<file path="config.mk">
export PLATFORM = sky130hd
export DESIGN_NAME = pixel_cluster_st_source
export DESIGN_NICKNAME = d
export VERILOG_FILES = /design/src/rtl/pixel_cluster_st_source.sv
export SDC_FILE = /design/constraint.sdc
export NUM_CORES = 1
export LEC_CHECK = 0
export CAP_MARGIN = 20
export CORE_ASPECT_RATIO = 1.2
export CORE_MARGIN = 2
export CORE_UTILIZATION = 35
export DETAILED_ROUTE_END_ITERATION = 8
export PLACE_DENSITY = 0.56
export SYNTH_ARGS = -nofsm -noshare
export SYNTH_HDL_FRONTEND = slang
export SYNTH_SLANG_ARGS = --single-unit
</file>
<file path="constraint.sdc">
create_clock -name clk -period 8.16 [get_ports clk]
set_input_delay 1.632 -clock clk [delete_from_list [all_inputs] [get_ports clk]]
set_output_delay 1.632 -clock clk [all_outputs]
set_load 0.02 [all_outputs]
</file>
<file path="src/rtl/pixel_cluster_st_source.sv">
// Avalon-ST raster source: one frame per accepted start, pixels fg on a box outline and bg elsewhere.
// Optional macro PIXEL_CLUSTER_CTRL_PACKET_EN prepends a video control packet and a video header beat.
module pixel_cluster_st_source #(
  parameter int N_COLORS   = 3,
  parameter int COLOR_BITS = 8,
  parameter int X_MAX      = 640,
  parameter int Y_MAX      = 480,
  parameter int X_Y_BITS   = 16
) (
  input  logic                           clk,
  input  logic                           reset_n,
  input  logic                           start,
  input  logic [X_Y_BITS-1:0]            box_x,
  input  logic [X_Y_BITS-1:0]            box_y,
  input  logic [X_Y_BITS-1:0]            box_range,
  input  logic [N_COLORS*COLOR_BITS-1:0] fg_color,
  input  logic [N_COLORS*COLOR_BITS-1:0] bg_color,
  input  logic                           st_ready,
  output logic                           st_valid,
  output logic [N_COLORS*COLOR_BITS-1:0] st_data,
  output logic                           st_startofpacket,
  output logic                           st_endofpacket,
  output logic                           busy,
  output logic                           frame_done
);

  localparam int DW = N_COLORS * COLOR_BITS;
  localparam logic [X_Y_BITS-1:0] XLAST = X_Y_BITS'(X_MAX - 1);
  localparam logic [X_Y_BITS-1:0] YLAST = X_Y_BITS'(Y_MAX - 1);
  localparam bit ONE_PIX = (X_MAX == 1) && (Y_MAX == 1);

`ifdef PIXEL_CLUSTER_CTRL_PACKET_EN
  typedef enum logic [2:0] {IDLE, CTRL, VHDR, STREAM, DONE} state_t;
`else
  typedef enum logic [1:0] {IDLE, STREAM, DONE} state_t;
`endif

  state_t                state_q;
  logic [X_Y_BITS-1:0]   x_q, y_q, x_d, y_d;
  logic [X_Y_BITS-1:0]   box_x_q, box_y_q, box_range_q;
  logic [DW-1:0]         fg_q, bg_q;
  logic                  st_valid_q, sop_q, eop_q, busy_q, frame_done_q;
  logic [DW-1:0]         st_data_q;
  logic                  pix_last;
  logic [DW-1:0]         nxt_data, first_data;
`ifdef PIXEL_CLUSTER_CTRL_PACKET_EN
  logic [1:0]            ctrl_cnt_q;
  logic [DW-1:0]         first_lat_data;
`endif

  // Distances are taken one bit wider and signed so boxes hanging off the frame clip instead of wrapping.
  function automatic logic on_outline(input logic [X_Y_BITS-1:0] px, input logic [X_Y_BITS-1:0] py,
                                      input logic [X_Y_BITS-1:0] bx, input logic [X_Y_BITS-1:0] by,
                                      input logic [X_Y_BITS-1:0] br);
    logic signed [X_Y_BITS:0] dx, dy;
    logic [X_Y_BITS:0] ax, ay, r;
    dx = $signed({1'b0, px}) - $signed({1'b0, bx});
    dy = $signed({1'b0, py}) - $signed({1'b0, by});
    ax = dx[X_Y_BITS] ? $unsigned(-dx) : $unsigned(dx);
    ay = dy[X_Y_BITS] ? $unsigned(-dy) : $unsigned(dy);
    r  = {1'b0, br};
    return ((ax == r) && (ay <= r)) || ((ay == r) && (ax <= r));
  endfunction

`ifdef PIXEL_CLUSTER_CTRL_PACKET_EN
  // Beat 0 is the 0xF type nibble; later beats carry width, height, interlace nibbles, first symbol in the MSBs.
  function automatic logic [DW-1:0] ctrl_beat(input logic [1:0] k);
    logic [15:0] w, h;
    logic [3:0]  n;
    int          idx;
    w = 16'(X_MAX);
    h = 16'(Y_MAX);
    ctrl_beat = '0;
    if (k == 2'd0) begin
      ctrl_beat[3:0] = 4'hF;
    end else begin
      for (int s = 0; s < N_COLORS; s++) begin
        idx = (int'(k) - 1) * N_COLORS + s;
        if (idx < 4)       n = w[4*(3-idx) +: 4];
        else if (idx < 8)  n = h[4*(7-idx) +: 4];
        else if (idx == 8) n = 4'h3;
        else               n = 4'h0;
        ctrl_beat[(N_COLORS-1-s)*COLOR_BITS +: 4] = n;
      end
    end
  endfunction
`endif

  always_comb begin
    x_d = x_q + 1'b1;
    y_d = y_q;
    if (x_q == XLAST) begin
      x_d = '0;
      y_d = y_q + 1'b1;
    end
    pix_last   = (x_q == XLAST) && (y_q == YLAST);
    nxt_data   = on_outline(x_d, y_d, box_x_q, box_y_q, box_range_q) ? fg_q : bg_q;
    first_data = on_outline('0, '0, box_x, box_y, box_range) ? fg_color : bg_color;
`ifdef PIXEL_CLUSTER_CTRL_PACKET_EN
    first_lat_data = on_outline('0, '0, box_x_q, box_y_q, box_range_q) ? fg_q : bg_q;
`endif
  end

  always_ff @(posedge clk or negedge reset_n) begin
    if (!reset_n) begin
      state_q      <= IDLE;
      x_q          <= '0;
      y_q          <= '0;
      box_x_q      <= '0;
      box_y_q      <= '0;
      box_range_q  <= '0;
      fg_q         <= '0;
      bg_q         <= '0;
      st_valid_q   <= 1'b0;
      st_data_q    <= '0;
      sop_q        <= 1'b0;
      eop_q        <= 1'b0;
      busy_q       <= 1'b0;
      frame_done_q <= 1'b0;
`ifdef PIXEL_CLUSTER_CTRL_PACKET_EN
      ctrl_cnt_q   <= '0;
`endif
    end else begin
      frame_done_q <= 1'b0;
      case (state_q)
        IDLE: begin
          if (start) begin
            box_x_q     <= box_x;
            box_y_q     <= box_y;
            box_range_q <= box_range;
            fg_q        <= fg_color;
            bg_q        <= bg_color;
            x_q         <= '0;
            y_q         <= '0;
            st_valid_q  <= 1'b1;
            busy_q      <= 1'b1;
            sop_q       <= 1'b1;
`ifdef PIXEL_CLUSTER_CTRL_PACKET_EN
            state_q     <= CTRL;
            ctrl_cnt_q  <= '0;
            st_data_q   <= ctrl_beat(2'd0);
            eop_q       <= 1'b0;
`else
            state_q     <= STREAM;
            st_data_q   <= first_data;
            eop_q       <= ONE_PIX;
`endif
          end
        end
`ifdef PIXEL_CLUSTER_CTRL_PACKET_EN
        CTRL: begin
          if (st_ready) begin
            if (ctrl_cnt_q == 2'd3) begin
              state_q   <= VHDR;
              st_data_q <= '0;
              sop_q     <= 1'b1;
              eop_q     <= 1'b0;
            end else begin
              ctrl_cnt_q <= ctrl_cnt_q + 2'd1;
              st_data_q  <= ctrl_beat(ctrl_cnt_q + 2'd1);
              sop_q      <= 1'b0;
              eop_q      <= (ctrl_cnt_q == 2'd2);
            end
          end
        end
        VHDR: begin
          if (st_ready) begin
            state_q   <= STREAM;
            st_data_q <= first_lat_data;
            sop_q     <= 1'b0;
            eop_q     <= ONE_PIX;
          end
        end
`endif
        STREAM: begin
          if (st_ready) begin
            if (pix_last) begin
              state_q      <= DONE;
              x_q          <= '0;
              y_q          <= '0;
              st_valid_q   <= 1'b0;
              st_data_q    <= '0;
              sop_q        <= 1'b0;
              eop_q        <= 1'b0;
              busy_q       <= 1'b0;
              frame_done_q <= 1'b1;
            end else begin
              x_q       <= x_d;
              y_q       <= y_d;
              st_data_q <= nxt_data;
              sop_q     <= 1'b0;
              eop_q     <= (x_d == XLAST) && (y_d == YLAST);
            end
          end
        end
        DONE:    state_q <= IDLE;
        default: state_q <= IDLE;
      endcase
    end
  end

  assign st_valid         = st_valid_q;
  assign st_data          = st_data_q;
  assign st_startofpacket = sop_q;
  assign st_endofpacket   = eop_q;
  assign busy             = busy_q;
  assign frame_done       = frame_done_q;

endmodule

</file>
==> flow_summary.toml, run 1 <==
[clocking]
cts_buffer_depth = 2
post_cts_buffers = 0
cts_tree = "built"
clock-sinks = 158
h-tree-depth = 4
post_cts_resized = 0
ctsHoldBuffers = 0
cts_made_buffers = 17
worstSkewPairLatency_ns = 0.43
cts_root_buf = "clkbuf_16"
clk_pin_slew_worst_paths_ns = 0.07

[die]
start_util_pct = 35.5
pin_count = 129
rows = 77
die_h_um = 216
core_region_area_sq_um = 36900
die_width_um = 181
dieArea_sq_um = 39000

[sta]
skew_ns = 0.0138
slew_headroom_pct = 36.3
finalSetupViolCount = 0
fin_crit_ns = 7.39
finalCritPeriodShare_pct = 90.6
holdWs_ns = 0.476
maxSlewViolCount = 0
rsz0062_at_grt = "no"
tns_ns = 0
worstMarginPinSlew_ns = 0.955
hold_viol = 0
max_freq_mhz = 135

[routing]
num_vias = 11664
drtIter0Drc = 699
wl_per_cell_um = 16.9
firstDrtPassIters = 5
via_per_inst = 5.35
totalWireLength_mm = 36.9
drcViolationCount = 0
ant_nets = 0

[yosys]
ys_ff_latch = 158
synth_mux_area_share_pct = 4.22
synth_nets = 1820
synth.avg_cell_area_sq_um = 8.13
yosys.cell_types.count = 81
synth_edf_count = 0
ys_seq_area_share_pct = 30.1
synth.cell_area_sq_um = 13100
yosysTopAreaCell = "dfrtp_1"
yosysWarnings = 0
syn-instance-count = 1613
synthSimpleGateAreaFrac_pct = 22.5
synthAdderAreaFrac_pct = 10.3
synth_flop_cell = "dfrtp_1"
synthTopCellsByArea = "dfrtp_1 30%, ha_1 10%, nand2_1 8.4%"
synthArstFlopShare_pct = 100
synth_top_family_by_area = "simple AND/OR/NAND/NOR gates"
synth_top_area_share_pct = 30.1
synth_compound_gate_area_share_pct = 18.1
synth-xor-area-share_pct = 8.68

[global_routing]
grt_start_max_net_pins = 92
grt_pass1_vias = 11863
track_usage_pct = 19.1
grt_pass1_wl_mm = 60.8
overflow = 0
antenna_found_initial = 0

[finish]
area_delta_synth_final_pct = 16.4
layout_common_cells = "292 x nand2_1, 158 x dfrtp_1, 127 x clkdlybuf4s50_1"
final_nets = 1901
drive_gt1_share_pct = 4.22
fillCellCount = 3804
final_common_cell = "nand2_1"
diodes = 0

[critical_path]
crit_fanout = 24
critPathKind = "reg -> reg"
start_kind = "flop"
crit_slowest_cell = "mux2i_1"
crit_buf_inv = 3
slowest_delay_ns = 0.46
critical_path_arrival_ns = 7.68
end_kind = "flop"
cp.required_ns = 8.45
crit_family = "compound AO/OA/AOI/OAI gates"
cp_common_cell = "ha_1"

[placement]
gp_congestion = 0.850
io_buffer_count = 128
post-dp-hpwl_mm = 27.7

[min_path]
min-delay-path-class = "reg -> reg"

[job]
max_cap_viol_count = 0

[run_status]
status = "complete, no violations"

[power_and_ir_drop]
leakage_uw = 0.00722
ir_drop_mv = 0.136
power_density_nw_per_um2 = 174
[metrics by stage]
stage               utilization (%)  setup WS [ns]  area [sq um]  cells  total power (uW)
floorplan                         -           1.77         13100   1613              1550
global placement               39.7          0.639         14700   2149              1810
detailed placement             39.7          0.396         14700   2149              1820
CTS                            41.4          0.818         15300   2181              2690
global route                   41.4         0.0519         15300   2181              2850
finish                         41.4          0.766         15300   2181              2660
[flip-flops by register name (all words and copies together) (netlist names)]
name / count
bg_q: 24
fg_q: 24
frame_done: 1
box_x_q: 16
st_startofpacket: 1
box_range_q: 16
state_q: 2
st_endofpacket: 1
st_data: 24
busy: 1
x_q: 16
box_y_q: 16
y_q: 16
[worst min-delay path, cell delays in order (launching register included)]
cell	delay [ns]
dfrtp_1	0.34
nand2_1	0.05
nand2_1	0.05
[where the power goes]
| part | switching (uW) | total, uW | internal (uW) |
|---|---|---|---|
| logic | 499 | 893 | 395 |
| registers | 54.4 | 912 | 858 |
| clock network | 386 | 855 | 470 |
[final timing paths]
kind / from / endpoint / slack [ns] / depth (start not counted)
min in group asynchronous: reset_n / fg_q[20]$_DFFE_PN0P_ / 1.27 / 1
max in group asynchronous: reset_n / st_data[14]$_DFFE_PN0P_ / 5.41 / 2
setup reg to reg: x_q[1]$_DFFE_PN0P_ / st_data[8]$_DFFE_PN0P_ / 0.77 / 28
hold / removal: fg_q[21]$_DFFE_PN0P_ / fg_q[21]$_DFFE_PN0P_ / 0.48 / 2
setup / recovery: x_q[1]$_DFFE_PN0P_ / st_data[8]$_DFFE_PN0P_ / 0.77 / 28
hold reg to reg: fg_q[21]$_DFFE_PN0P_ / fg_q[21]$_DFFE_PN0P_ / 0.48 / 2
[Yosys cell counts, types with 12 or more instances]
cell and n:
ha_1 105, a21o_1 24, a31oi_1 12, nand3_1 38, clkbuf_1 53, o21ai_0 118
nor2_1 127, mux2i_1 53, a221oi_1 51, a211oi_1 14, and3_1 24, nand4_1 18
nor4_1 17, o31ai_1 13, inv_1 93, a22o_1 12, xor2_1 49, a21oi_1 51
nand2_1 293, dfrtp_1 158, nor3_1 33, xnor2_1 81, or3_1 16
[logic make-up (layout without fill, tap and decap cells)]
| logic type | after synthesis | after routing |
|---|---|---|
| compound gates | 354 | 354 |
| xor+xnor | 130 | 130 |
| fa+ha+maj | 107 | 107 |
| buf+inv | 171 | 265 |
| flops | 158 | 158 |
| mux | 55 | 55 |
| simple gates | 638 | 638 |
[routing by layer]
layer,global-route usage [%],part of all wire (%),vias up
li1,-,-,5860
met2,31.9,46,272
met1,24.9,47,5484
met4,6.02,2.4,0
met3,3.70,4.9,48
met5,0,0,-
[final cells by class]
type	count	area [sq um]	share of cell area [%]
clock inverter	15	190	1.25
sequential	158	3950	25.9
clock buffer	17	425	2.79
inverter	93	349	2.29
tap	474	593	3.88
timing repair buffer	140	1370	8.99
multi-input combinational	1284	8380	54.9
Power figures use the tool's default switching activity.
==> inputs of run 2 (changes only) <==
ABC_CLOCK_PERIOD_IN_PS = 8160   (was not set)
CAP_MARGIN = not set   (was 20)
==> results of run 2 <==
The final DEF is identical to that of run 1; final timing and power are the same.
